File: src/rtl/counter_sched.sv
// Round-robin scheduler sharing one down-counter between two delay requesters.
// Grants are issued from IDLE or DONE; done strobes are registered alongside the DONE entry.
module counter_sched #(
  parameter int unsigned WIDTH = 7
) (
  input  logic             clk,
  input  logic             reset,
  input  logic             req0,
  input  logic             req1,
  input  logic [WIDTH-1:0] len0,
  input  logic [WIDTH-1:0] len1,
  input  logic             abort,
  output logic             gnt0,
  output logic             gnt1,
  output logic             done0,
  output logic             done1,
  output logic             busy,
  output logic             owner,
  output logic [WIDTH-1:0] q
);

  typedef enum logic [1:0] {IDLE, RUN, DONE} state_t;

  state_t           state;
  logic             last;
  logic             can_grant;
  logic             any_req;
  logic             win;
  logic [WIDTH-1:0] win_len;

  always_comb begin
    can_grant = reset && (state == IDLE || state == DONE);
    any_req   = req0 | req1;
    // On a tie the requester that did not win last time goes next.
    win       = (req0 && req1) ? ~last : ~req0;
    win_len   = win ? len1 : len0;
    gnt0      = can_grant && any_req && !win;
    gnt1      = can_grant && any_req && win;
  end

  assign busy = (state != IDLE);

  always_ff @(posedge clk or negedge reset) begin
    if (!reset) begin
      state <= IDLE;
      q     <= '0;
      owner <= 1'b0;
      last  <= 1'b1;
      done0 <= 1'b0;
      done1 <= 1'b0;
    end else begin
      done0 <= 1'b0;
      done1 <= 1'b0;
      unique case (state)
        IDLE, DONE: begin
          if (gnt0 || gnt1) begin
            owner <= win;
            last  <= win;
            q     <= win_len;
            if (win_len != '0) begin
              state <= RUN;
            end else begin
              state <= DONE;
              done0 <= ~win;
              done1 <= win;
            end
          end else begin
            state <= IDLE;
            q     <= '0;
          end
        end
        RUN: begin
          if (abort) begin
            state <= IDLE;
            q     <= '0;
          end else if (q == WIDTH'(1) || q == '0) begin
            state <= DONE;
            q     <= '0;
            done0 <= ~owner;
            done1 <= owner;
          end else begin
            q <= q - WIDTH'(1);
          end
        end
        default: begin
          state <= IDLE;
          q     <= '0;
        end
      endcase
    end
  end

endmodule

File: config.mk
export PLATFORM = sky130hd
export DESIGN_NAME = counter_sched
export DESIGN_NICKNAME = d
export VERILOG_FILES = /design/src/rtl/counter_sched.sv
export SDC_FILE = /design/constraint.sdc
export NUM_CORES = 1
export LEC_CHECK = 0
export ABC_CLOCK_PERIOD_IN_PS = 2300
export CAP_MARGIN = 5
export CORE_UTILIZATION = 40
export DETAILED_ROUTE_END_ITERATION = 7
export PLACE_DENSITY = 0.81
export SYNTH_ARGS = -nofsm -noshare
export SYNTH_HDL_FRONTEND = slang
export SYNTH_SLANG_ARGS = --single-unit
export TNS_END_PERCENT = 10
File: constraint.sdc
create_clock -name clk -period 2.3 [get_ports clk]
set_input_delay 0.575 -clock clk [delete_from_list [all_inputs] [get_ports clk]]
set_output_delay 0.575 -clock clk [all_outputs]
set_load 0.02 [all_outputs]
==> results of run 1 <==
placed cells by master (no fill, tap or decap), drive strengths merged, types with 4 or more instances in the layout:
cell type,n
inv,6
mux2i,7
clkdlybuf4s50,29
buf,10
dfrtp,12
o22ai,6
nor3,4
o21ai,4
clkbuf,4
nor2,5
how the worst max path moves through the flow:
stage | start | endpoint | cells after the start | slack, ns
after floorplan | req1 | gnt1 | 4 | 0.29
after global placement | req1 | gnt1 | 5 | -0.35
after detailed placement | req1 | gnt1 | 5 | -0.48
after CTS | req1 | gnt1 | 5 | 0.04
after global routing | reset | gnt0 | 4 | 0.03
final | req1 | gnt1 | 5 | 0.04
through the flow:
stage,setup TNS [ns],utilization (%),hold slack [ns],cells,power [mW]
global placement,-0.664,65.4,0.484,135,0.921
CTS,0,66.6,0.502,139,1.08
global route,0,66.6,0.518,139,1.14
floorplan,0,-,0.279,73,0.698
detailed placement,-0.844,65.4,0.491,135,0.939
finish,0,66.6,0.502,139,1.08
kinds of logic after synthesis:
family / count (synthesis) / synth area share [%]
simple gates: 24 / 19.7
compound gates: 15 / 14.1
flops: 13 / 44.3
buf+inv: 8 / 4.24
mux: 7 / 9.51
xor+xnor: 4 / 4.75
fa+ha+maj: 2 / 3.40
layout make-up:
class / instances / area, um2 / share of cell area (%)
multi-input cells: 52 / 383 / 33.3
repair buffers: 39 / 360 / 31.3
clock buffers: 4 / 26.3 / 2.29
inverters: 6 / 22.5 / 1.96
well taps: 25 / 31.3 / 2.72
flip-flops and latches: 13 / 327 / 28.4
flip-flops by register name (all words and copies together), names as in the netlist:
signal  cells
done0       1
state       2
q           7
owner       1
done1       1
last        1
layer usage:
layer | up-vias | global-route usage [%] | part of all wire [%]
met5 | - | 0 | 0
met4 | 0 | 12.7 | 2.9
met3 | 6 | 1.20 | 2.9
met2 | 28 | 38.0 | 53
met1 | 341 | 25.6 | 41
li1 | 346 | - | -
what timing repair did:
item,in CTS,in global routing
hold endpoints to repair,0,0
buffers inserted,0,0
endpoints found under the setup margin,2,0
resized for setup,10,0
power by group through the flow:
stage | logic (mW) | registers [mW] | clock network (mW)
after floorplan | 0.290 | 0.408 | 0
after global placement | 0.563 | 0.358 | 0
after detailed placement | 0.575 | 0.364 | 0
after CTS | 0.577 | 0.362 | 0.143
after global routing | 0.618 | 0.369 | 0.157
final | 0.577 | 0.362 | 0.141
==> metrics.csv, run 1 <==
stage;metric;value;unit
setup_path;critPathBufInv;3;
setup_path;path_max_fanout;2;
sta;slew_viol_final;0;
synthesis;yosys.area.top_type_share;40.7;%
pwr;p_comb_share;53.4;%
detailed_routing;wl;1970;um
floorplan;dieWidth;44.9;um
sta;worst_slew_pin_slew;0.388;ns
layout;drive_gt1_share;19.3;%
synthesis;synth-edff-count;0;
global_route;antenna_found_initial;0;
setup_path;reg2reg_setup_slack;0.44;ns
setup_path;path_cells;clkdlybuf4s50_1 -> buf_4 -> o211a_1 -> and2_1 -> buf_2;
synthesis;syn_area;737;um2
cts;root_buffer;clkbuf_4;
pwr;power_switching;415;uW
sta;setup_violations;0;
job;maxCapViolations;0;
cts;cts_tree;built;
pwr;clkPwrFrac;13.1;%
setup_path;startpoint_type;input port;
cts;numCtsBuffers;3;
setup_path;r2r_end;state[0]$_DFFE_PN0P_;
setup_path;cp_slowest_cell;clkdlybuf4s50_1;
floorplan;core.rowCount;15;
place;io_buffers;31;
detailed_routing;drc;0;
place;dp_hpwl;1550;um
cts;clock_path_buffers;2;
detailed_routing;viasPerCell;5.19;
global_route;grt_first_pass_wirelength;3100;um
hold_path;min_to;done0$_DFF_PN0_;
floorplan;num_io_pins;32;
run_status;status;finished clean;
synthesis;synth_fp_nets;94;
place;placed_cell_area;0.00113;mm2
sta;post-route-period-util;98.3;%
sta;fin_skew;0.0104;ns
detailed_routing;dr.pass1.iters;4;
global_route;grt_usage;21.5;%
synthesis;ys_seq_area_share;44.3;%
pwr;power_frac_seq;33.5;%
synthesis;yosys_warnings;0;
floorplan;die_area;0.00202;mm2
cts;ctsHoldBuffers;0;
synthesis;synthArstFlopShare;100;%
setup_path;worstSetupEndpointType;output pin;
synthesis;syn_inst;73;
synthesis;synthTopCellsByCount;dfrtp_1, mux2i_1, inv_1, o22ai_1, nor2_1;
place;place_congestion;0.789;
layout;fillers;153;
synthesis;ys.flop_type;dfrtp_1;
detailed_routing;wl_per_cell;14.2;um
setup_path;r2r_start;q[2]$_DFF_PN0_;
place;dp_slack;-0.481;ns
pwr;p_leak;0.531;nW
setup_path;crit_arrival;1.69;ns
layout;area_delta_synth_final;56.0;%
global_route;grt_pass1_vias;748;
floorplan;dieHeight;44.9;um
pwr;ir_drop;521;uV
setup_path;crit_family;buffers and inverters;
detailed_routing;ant_nets;0;
synthesis;syn_avg_cell_area;10.1;um2
sta;hold_viol;0;
layout;final_nets;136;
setup_path;max_stage_delay;0.43;ns
synthesis;synth_most_common_cell;dfrtp_1;
synthesis;synth_seq_cells;13;
hold_path;holdPathStages;1;
floorplan;initial_utilization;42.7;%
detailed_routing;num_vias;721;
sta;fin_crit;2.26;ns
sta;grt_setup_unrepaired;false;
setup_path;cp.required;1.73;ns
floorplan;core;0.00173;mm2
sta;max_freq;442;MHz
sta;setup_slack;0.0380;ns
pwr;p_int;665;uW
cts;clock_latency;0.28;ns
global_route;grt-ovfl-total;0;
global_route;grt_max_degree;13;
cts;clkTransAtPathRegs;0.07;ns
pwr;p_per_area;940;mW/mm2
sta;slew_headroom;73.9;%
layout;final_area;0.00115;mm2
setup_path;reg2reg_depth;4;
setup_path;path_class;input port to output pin;
synthesis;yosysTopAreaCell;dfrtp_1;
hold_path;min_from;owner$_DFFE_PN0P_;
synthesis;synth_cell_types;30;
cts;clock-sinks;13;
detailed_routing;drt_iter0_drc;5;
pwr;switching_share;38.4;%
cts;cts_htree_levels;1;
hold_path;hold_path_class;flop to flop;
synthesis;ys_top_cells_by_area;dfrtp_1, mux2i_1, o22ai_1, dfstp_2, xnor2_1;
layout;n_antenna_cell;0;
No activity file was read; power rests on OpenSTA's default activity.
==> inputs of run 2 (changes only) <==
--- a/config.mk
+++ b/config.mk
@@ -7,9 +7,11 @@
 export LEC_CHECK = 0
 export ABC_CLOCK_PERIOD_IN_PS = 2300
 export CAP_MARGIN = 5
-export CORE_UTILIZATION = 40
+export CELL_PAD_IN_SITES_DETAIL_PLACEMENT = 1
+export CELL_PAD_IN_SITES_GLOBAL_PLACEMENT = 1
+export CORE_UTILIZATION = 30
 export DETAILED_ROUTE_END_ITERATION = 7
-export PLACE_DENSITY = 0.81
+export PLACE_DENSITY = 0.82
 export SYNTH_ARGS = -nofsm -noshare
 export SYNTH_HDL_FRONTEND = slang
 export SYNTH_SLANG_ARGS = --single-unit
==> run 2 against run 1 <==
Against the previous run: sequential power about the same; die area up 32%; count of clock-buffer cells in the layout unchanged; sequential share of layout area down 0.15 points; combinational power about the same; fmax up 4.0%; global-route usage down 2.8 points; register-to-register slack worse by 0.03 ns; via count up 0.83%; clock power up 4%; wire length up 7.0%; non-clock buffer count unchanged; critical path type unchanged.
==> metrics.csv, run 2 (synthesized netlist as in run 1, its figures left out) <==
stage;metric;value;unit;change
run_status;status;finished clean;;unchanged
sta;max_freq;460;MHz;was 442 MHz
place;dp_hpwl;1760;um;was 1550 um
hold_path;hold_path_class;flop to flop;;unchanged
sta;grt_setup_unrepaired;false;;unchanged
layout;final_cell_mix;clkdlybuf4s50_1, dfrtp_1, buf_4, mux2i_1;;unchanged
floorplan;num_io_pins;32;;unchanged
setup_path;path_max_fanout;4;;was 2
pwr;clkPwrFrac;13.4;%;was 13.1%
place;place_congestion;0.726;;was 0.789
cts;numCtsBuffers;3;;unchanged
pwr;p_leak;0.540;nW;was 0.531 nW
floorplan;dieHeight;51.6;um;was 44.9 um
pwr;ir_drop;391;uV;was 521 uV
floorplan;core.rowCount;17;;was 15
job;maxCapViolations;0;;unchanged
layout;largestRegisters;q (7), state (2);;unchanged
pwr;switching_share;38.8;%;was 38.4%
global_route;grt_max_degree;13;;unchanged
cts;clock-sinks;13;;unchanged
layout;instances_no_fill;142;;was 139
layout;drive_gt1_share;19.3;%;unchanged
floorplan;initial_utilization;32.7;%;was 42.7%
cts;clock_path_buffers;2;;unchanged
global_route;antenna_found_initial;0;;unchanged
sta;hold_viol;0;;unchanged
sta;setup_violations;0;;unchanged
sta;fin_skew;0.00295;ns;was 0.0104 ns
sta;worst_slew_pin_slew;0.420;ns;was 0.388 ns
detailed_routing;dr.pass1.iters;4;;unchanged
place;io_buffers;31;;unchanged
global_route;grt-ovfl-total;0;;unchanged
floorplan;core;0.00225;mm2;was 0.00173 mm2
pwr;p_comb_share;53.3;%;was 53.4%
floorplan;die_area;0.00266;mm2;was 0.00202 mm2
pwr;power.total;1.09;mW;was 1.08 mW
layout;n_antenna_cell;0;;unchanged
layout;final_common_cell;clkdlybuf4s50_1;;unchanged
layout;top_register;q;;unchanged
global_route;grt_first_pass_wirelength;3570;um;was 3100 um
detailed_routing;drc;0;;unchanged
setup_path;cp.required;1.73;ns;about the same
detailed_routing;drt_iter0_drc;10;;was 5
setup_path;worstSetupEndpointType;output pin;;unchanged
layout;multi_input_area;383;um2;unchanged
cts;clock_latency;0.28;ns;about the same
cts;ctsHoldBuffers;0;;unchanged
cts;clkTransAtPathRegs;0.08;ns;was 0.07 ns
pwr;p_int;665;uW;about the same
setup_path;startpoint_type;input port;;unchanged
detailed_routing;num_vias;727;;was 721
pwr;power_frac_seq;33.3;%;was 33.5%
cts;root_buffer;clkbuf_4;;unchanged
layout;fillers;273;;was 153
setup_path;path_class;input port to output pin;;unchanged
detailed_routing;viasPerCell;5.12;;was 5.19
layout;largest_reg_flops;7;;unchanged
cts;cts_tree;built;;unchanged
global_route;grt_pass1_vias;785;;was 748
layout;final_nets;136;;unchanged
layout;area_delta_synth_final;56.9;%;was 56.0%
sta;setup-tns-final;0;ns;unchanged
pwr;p_per_area;940;mW/mm2;about the same
detailed_routing;wl;2110;um;was 1970 um
floorplan;dieWidth;51.6;um;was 44.9 um
global_route;grt_usage;18.8;%;was 21.5%
cts;cts_setup_buffers;0;;unchanged
setup_path;crit_arrival;1.60;ns;was 1.69 ns
place;placedCellCount;138;;was 135
sta;fin_crit;2.17;ns;was 2.26 ns
layout;seqCellArea;327;um2;unchanged
sta;slew_viol_final;0;;unchanged
sta;slew_headroom;71.8;%;was 73.9%
cts;cts_htree_levels;1;;unchanged
detailed_routing;ant_nets;0;;unchanged
detailed_routing;wl_per_cell;14.8;um;was 14.2 um
pwr;power_switching;421;uW;was 415 uW
sta;post-route-period-util;94.6;%;was 98.3%
-- run 2: changes by cell type in the layout (fill, tap and decap cells not counted) --
cell,previous run,this run
clkdlybuf4s50_1,29,28
dlymetal6s2s_1,0,1
-- run 2: power groups by stage --
stage	Clock (mW)	Combinational, mW	Sequential, mW
floorplan	0	0.290	0.408
global placement	0	0.566	0.360
detailed placement	0	0.585	0.366
CTS	0.149	0.584	0.362
global route	0.161	0.624	0.371
finish	0.146	0.579	0.362
-- run 2: through the flow --
step | utilization [%] | hold WS [ns] | worst slack, ns | cell area, um2
6_report | 51.3 | 0.506 | 0.125 | 1160
3_5_place_dp | 50.3 | 0.497 | -0.506 | 1130
3_3_place_gp | 50.3 | 0.476 | -0.349 | 1130
5_1_grt | 51.3 | 0.524 | 0.0588 | 1160
4_1_cts | 51.0 | 0.508 | 0.0398 | 1150
2_1_floorplan | - | 0.279 | 0.292 | 737
-- run 2: critical path, stage by stage --
cell and delay [ns]:
clkdlybuf4s50_1 0.54, o211ai_1 0.15, nor2_1 0.15, buf_2 0.18
-- run 2: final timing paths --
kind / start / end / slack [ns] / cells after the start
min reg2reg: owner$_DFFE_PN0P_ / done0$_DFF_PN0_ / 0.51 / 1
max in group asynchronous: reset / q[1]$_DFF_PN0_ / 1.43 / 2
min: owner$_DFFE_PN0P_ / done0$_DFF_PN0_ / 0.51 / 1
max reg2reg: q[2]$_DFF_PN0_ / q[5]$_DFF_PN0_ / 0.41 / 4
max: reset / gnt0 / 0.13 / 4
min in group asynchronous: reset / q[0]$_DFF_PN0_ / 0.72 / 2
-- run 2: layout make-up --
type,count,area share [%]
Multi-Input combinational cell,52,33.1
Inverter,6,1.95
Timing Repair Buffer,39,31.4
Clock buffer,4,2.27
Tap cell,28,3.03
Sequential cell,13,28.2
-- run 2: timing repair --
action                                  in CTS  in global routing
gates resized for setup                      9                  2
pin swaps                                    0                  2
hold endpoints to repair                     0                  0
endpoints found under the setup margin       2                  2
-- run 2: per-layer routing --
metal  vias up  track usage (%)  routed length, um
li1        346                -                  -
met3         6             2.05                 80
met2        27             32.7               1110
met4         0             9.46                 48
met5         -                0                  0
met1       348             22.7                865
==> inputs of run 3 (changes only) <==
--- a/config.mk
+++ b/config.mk
@@ -9,9 +9,11 @@
 export CAP_MARGIN = 5
 export CELL_PAD_IN_SITES_DETAIL_PLACEMENT = 1
 export CELL_PAD_IN_SITES_GLOBAL_PLACEMENT = 1
+export CORE_MARGIN = 2
 export CORE_UTILIZATION = 30
 export DETAILED_ROUTE_END_ITERATION = 7
 export PLACE_DENSITY = 0.82
+export SETUP_SLACK_MARGIN = 0.5
 export SYNTH_ARGS = -nofsm -noshare
 export SYNTH_HDL_FRONTEND = slang
 export SYNTH_SLANG_ARGS = --single-unit
==> run 3 against run 2 <==
Against the previous run: cell area up 3.7%; clock skew up 0.0035 ns; critical endpoint is now gnt1; count of clock-buffer cells in the layout unchanged; largest cell class unchanged.
==> metrics.csv, run 3 (synthesized netlist as in run 1, its figures left out) <==
stage;metric;value;unit;change
floorplan;num_io_pins;32;;unchanged
sta;max_freq;527;MHz;was 460 MHz
setup_path;reg2reg_depth;4;;unchanged
cts;clock-sinks;13;;unchanged
setup_path;r2r_end;q[5]$_DFF_PN0_;;unchanged
detailed_routing;wl;2360;um;was 2110 um
cts;cts_tree;built;;unchanged
pwr;p_per_area;920;mW/mm2;was 940 mW/mm2
setup_path;startpoint_type;input port;;unchanged
layout;area_delta_synth_final;62.6;%;was 56.9%
detailed_routing;ant_nets;0;;unchanged
layout;drive_gt1_share;25.4;%;was 19.3%
global_route;antenna_found_initial;0;;unchanged
layout;final_area;0.00120;mm2;was 0.00116 mm2
place;dp_hpwl;1830;um;was 1760 um
sta;hold_slack;0.427;ns;was 0.506 ns
global_route;grt-ovfl-total;0;;unchanged
detailed_routing;viasPerCell;5.13;;was 5.12
setup_path;worstSetupEndpointType;output pin;;unchanged
sta;hold_viol;0;;unchanged
global_route;grt_first_pass_wirelength;3560;um;was 3570 um
detailed_routing;num_vias;728;;was 727
global_route;grt_pass1_vias;802;;was 785
place;place_congestion;0.807;;was 0.726
setup_path;path_class;input port to output pin;;unchanged
floorplan;die_area;0.00287;mm2;was 0.00266 mm2
place;io_buffers;31;;unchanged
setup_path;r2r_start;q[2]$_DFF_PN0_;;unchanged
floorplan;dieWidth;53.6;um;was 51.6 um
hold_path;hold_path_class;input port to async pin;;was flop to flop
setup_path;crit_arrival;1.32;ns;was 1.60 ns
sta;fin_skew;0.00646;ns;was 0.00295 ns
cts;cts_htree_levels;1;;unchanged
sta;slew_viol_final;0;;unchanged
floorplan;core;0.00228;mm2;was 0.00225 mm2
sta;setup_violations;0;;unchanged
layout;final_common_cell;clkdlybuf4s50_1;;unchanged
floorplan;dieHeight;53.6;um;was 51.6 um
place;placedCellCount;137;;was 138
detailed_routing;top_layer_used;met4;;unchanged
sta;slew_headroom;77.0;%;was 71.8%
layout;final_cell_mix;clkdlybuf4s50_1, dfrtp_1, buf_4, mux2i_1, o22ai_1;;was clkdlybuf4s50_1, dfrtp_1, buf_4, mux2i_1
floorplan;core.rowCount;17;;unchanged
pwr;p_leak;0.595;nW;was 0.540 nW
layout;final_core_util;52.7;%;was 51.3%
global_route;grt_max_degree;14;;was 13
layout;n_antenna_cell;0;;unchanged
detailed_routing;drt-met1-wl;924;um;was 865 um
setup_path;reg2reg_setup_slack;0.49;ns;was 0.41 ns
floorplan;initial_utilization;32.4;%;was 32.7%
sta;worst_slew_pin_slew;0.343;ns;was 0.420 ns
detailed_routing;drt_iter0_drc;12;;was 10
layout;largest_reg_flops;7;;unchanged
cts;clkTransAtPathRegs;0.08;ns;about the same
setup_path;path_max_fanout;3;;was 4
detailed_routing;drc;0;;unchanged
global_route;grt_usage;18.1;%;was 18.8%
place;dp_slack;-0.300;ns;was -0.506 ns
layout;largestRegisters;q (7), state (2);;unchanged
detailed_routing;wl_per_cell;16.6;um;was 14.8 um
sta;post-route-period-util;82.6;%;was 94.6%
cts;clock_path_buffers;2;;unchanged
sta;setup-tns-final;0;ns;unchanged
run_status;status;finished clean;;unchanged
setup_path;cp.required;1.73;ns;about the same
cts;clock_latency;0.27;ns;was 0.28 ns
place;placed_cell_area;0.00113;mm2;about the same
layout;instances_no_fill;142;;unchanged
sta;grt_setup_unrepaired;true;;was false
pwr;ir_drop;415;uV;was 391 uV
layout;final_nets;136;;unchanged
detailed_routing;wl_met2;1280;um;was 1110 um
sta;setup_slack;0.401;ns;was 0.125 ns
cts;numCtsBuffers;3;;unchanged
sta;fin_crit;1.90;ns;was 2.17 ns
job;maxCapViolations;0;;unchanged
detailed_routing;wl_met3;105;um;was 80 um
layout;top_register;q;;unchanged
pwr;power.total;1.10;mW;was 1.09 mW
detailed_routing;dr.pass1.iters;4;;unchanged
cts;root_buffer;clkbuf_4;;unchanged
## run 3: changes by cell type in the layout (fill, tap and decap cells not counted), moves of 2 or more
cell             change
dlygate4sd2_1        +3
buf_2                -2
clkdlybuf4s50_1      -9
dlymetal6s2s_1       +4
## run 3: per-layer routing
| layer | global-route usage (%) | up-vias |
|---|---|---|
| met4 | 8.97 | 0 |
| met1 | 20.4 | 346 |
| met5 | 0 | - |
| met2 | 32.7 | 27 |
| met3 | 3.06 | 6 |
| li1 | - | 349 |
## run 3: final cells by class
type                       instances  area, um2
fill                             243       1080
tap                               28       35.0
timing repair buffer              39        373
clock buffer                       4       26.3
inverter                           6       22.5
sequential                        13        327
multi-input combinational         52        415
## run 3: how the worst max path moves through the flow
stage                 to  startpoint  slack (ns)
finish              gnt1        req1        0.40
global placement    gnt1       reset       -0.27
CTS                 gnt1        req1        0.34
detailed placement  gnt1        req1       -0.30
floorplan           gnt1        req1        0.48
global route        gnt1        req1        0.37
## run 3: repair_timing
action / CTS / global route
resized for setup: 15 / 16
hold buffers: 0 / 0
setup endpoints to repair: 17 / 21
pin swaps: 1 / 6
setup buffers: 0 / 1
endpoints found under the hold margin: 0 / 0
## run 3: report_power, final
group | internal (mW) | leakage (nW) | switching (mW) | total [mW]
Sequential | 0.296 | 0.168 | 0.0643 | 0.360
Clock | 0.0672 | 0.0150 | 0.0738 | 0.141
Combinational | 0.300 | 0.412 | 0.301 | 0.601
## run 3: worst max-delay path, stage by stage
cell and delay, ns:
clkdlybuf4s15_1 0.20, o211a_1 0.23, and2_2 0.16, buf_4 0.15
==> edit (settings of run 2) <==
Change the parameter `WIDTH` from 7 to 14.
--- a/src/rtl/counter_sched.sv
+++ b/src/rtl/counter_sched.sv
@@ -1,7 +1,7 @@
 // Round-robin scheduler sharing one down-counter between two delay requesters.
 // Grants are issued from IDLE or DONE; done strobes are registered alongside the DONE entry.
 module counter_sched #(
-  parameter int unsigned WIDTH = 7
+  parameter int unsigned WIDTH = 14
 ) (
   input  logic             clk,
   input  logic             reset,
Ports: changed (resized len0, len1 and q); port bits go from 32 to 53. The function was not compared with the original's and may differ.
==> edit against run 2 <==
  * The flow now finishes with violations (setup timing)
  * Worst setup slack got worse by 0.34 ns
  * Clock power increased by 84%
  * Largest cell class unchanged
  * Sequential cell count increased by 7
  * Critical path type is now flop to flop
  * Register-to-register slack got worse by 0.63 ns
  * Die area increased by 58%
  * Power increased by 65%
  * Core utilization increased by 0.88 points
  * Sequential share of layout area decreased by 2.2 points
  * Largest power group unchanged
  * Wire length increased by 83%
  * Final area increased by 68%
  * Non-clock buffer count increased by 28
  * Area after synthesis increased by 60%
  * First-iteration DRC count increased by 90%
  * Clock skew about the same
==> edit: results (changes against run 2) <==
Root Buffer=clkbuf_8 (was clkbuf_4); placed standard-cell area=0.00187 mm^2 (was 0.00113 mm^2); Final setup viols=14 (was 0); Port-buffer cells=52 (was 31); comb pwr=0.000995 W (was 0.000579 W); CP Max Fanout=3 (was 4); Skew-Pair Late Insertion Delay=0.25 ns (was 0.28 ns); maximum vdd drop=0.304 mV (was 0.391 mV); power per cell area=925 mW/mm^2 (was 940 mW/mm^2); R2R setup slack=-0.22 ns (was 0.41 ns); WL final=3.85 mm (was 2.11 mm); layout cells sized above 1=17.1% (was 19.3%); cells after synthesis=121 (was 73); Final Wtd Congestion=0.831 (was 0.726); largest net degree at the start of global routing=21 (was 13); Layout fillers=428 (was 273); Synth top cells by count=dfrtp_1, mux2i_1, o22ai_1 (was dfrtp_1, mux2i_1, inv_1, o22ai_1, nor2_1); wl on met1=1.58 mm (was 865 um); Worst Hold Class=flop to flop (unchanged); global-route wire length before repair=6.40 mm (was 3.57 mm); number of H-tree levels=1 (unchanged); final setup margin=-0.216 ns (was 0.125 ns); R2R Path End=done1$_DFF_PN0_ (was q[5]$_DFF_PN0_); Inst Count DP=231 (was 138); sequential group share of total power=29.5% (was 33.3%); DRT iter0 DRCs=19 (was 10); Internal Power=0.00110 W (was 0.000665 W); Top Layer Used=met4 (unchanged); Critical Path Sink Type=flop (was output port); grt met1 use=24.0% (was 22.7%); vias in the first global route=1,365 (was 785); GR Util met2=38.0% (was 32.7%); Total Nets Final=223 (was 136); top flop regs=q: 14 flops, state: 2 flops (was q: 7 flops, state: 2 flops); crit path launch=q[7]$_DFF_PN0_ (was reset); relative slew slack=70.8% (was 71.8%); Cell variety after synth=26 (was 30); register area share after synthesis=42.5% (was 44.3%); initial antenna violation count=0 (unchanged); routed length per instance=16.4 um (was 14.8 um); dpl hpwl=3.13 mm (was 1.76 mm); worst slack, placed=-0.373 ns (was -0.506 ns); setup TNS=-0.789 ns (was 0 ns); worst reg2reg path depth=5 (was 4); Area contributors post-synth=dfrtp_1, mux2i_1, o22ai_1 (unchanged); failing checks=setup timing; met3 Resource Use GR=1.94% (was 2.05%); global-route usage over all layers=20.3% (was 18.8%); Fin Clk Skew=0.00281 ns (was 0.00295 ns); antenna cells=0 (unchanged); syn nets=156 (was 94); Leakage=0.841 nW (was 0.540 nW); metal2 WL=2.04 mm (was 1.11 mm); Fin. Hold Viols=0 (unchanged); met3 wire length=206 um (was 80 um); clk buf depth=2 (unchanged); status=finished, violations left (was finished clean); DR pass1 iterations=5 (was 4); Avg Vias per Cell=5.09 (was 5.12); Data arrival, critical path=2.69 ns (was 1.60 ns)
-- edit: cell types whose count changed after synthesis, moves of 3 or more --
cell / change
nand2_1: +3
dfrtp_1: +7
nor4_1: +8
o22ai_1: +9
nor2_1: +5
mux2i_1: +8
xnor2_1: +7
-- edit: cell families (layout without fill, tap and decap cells) --
logic type,count (synthesis),after routing,synth area share [%]
adders and majority gates,2,2,2.12
buffers and inverters,12,78,3.92
xor gates and xnor gates,12,12,8.91
and+or+nand+nor,37,37,17.7
muxes,15,15,12.7
AOI/OAI and AO/OA,23,23,12.1
DFF,20,20,42.5
-- edit: final cells by class --
class	instances	area [um^2]	area share (%)
Multi-Input combinational cell	89	653	33.7
Clock buffer	4	55.1	2.84
Timing Repair Buffer	67	639	33.0
Inverter	7	26.3	1.36
Tap cell	48	60.1	3.10
Sequential cell	20	504	26.0
-- edit: worst max-delay path, stage by stage, from the launching register on --
cell	delay, ns
dfrtp_2	0.40
or4_4	0.53
or3_4	0.35
or4_4	0.52
or4_4	0.48
o22ai_2	0.15
-- edit: repair_timing --
item                       in CTS  in global routing
setup endpoints to repair      19                 20
pin swaps                       2                  2
gates resized for setup         6                  2
-- edit: worst min path at each step --
stage | start | to | slack (ns) | cells after the start
floorplan | reset | done0$_DFF_PN0_ | 0.28 | 0
global placement | last$_DFFE_PN1P_ | last$_DFFE_PN1P_ | 0.46 | 2
detailed placement | last$_DFFE_PN1P_ | last$_DFFE_PN1P_ | 0.47 | 2
CTS | last$_DFFE_PN1P_ | last$_DFFE_PN1P_ | 0.48 | 2
global route | last$_DFFE_PN1P_ | last$_DFFE_PN1P_ | 0.52 | 2
finish | last$_DFFE_PN1P_ | last$_DFFE_PN1P_ | 0.48 | 2
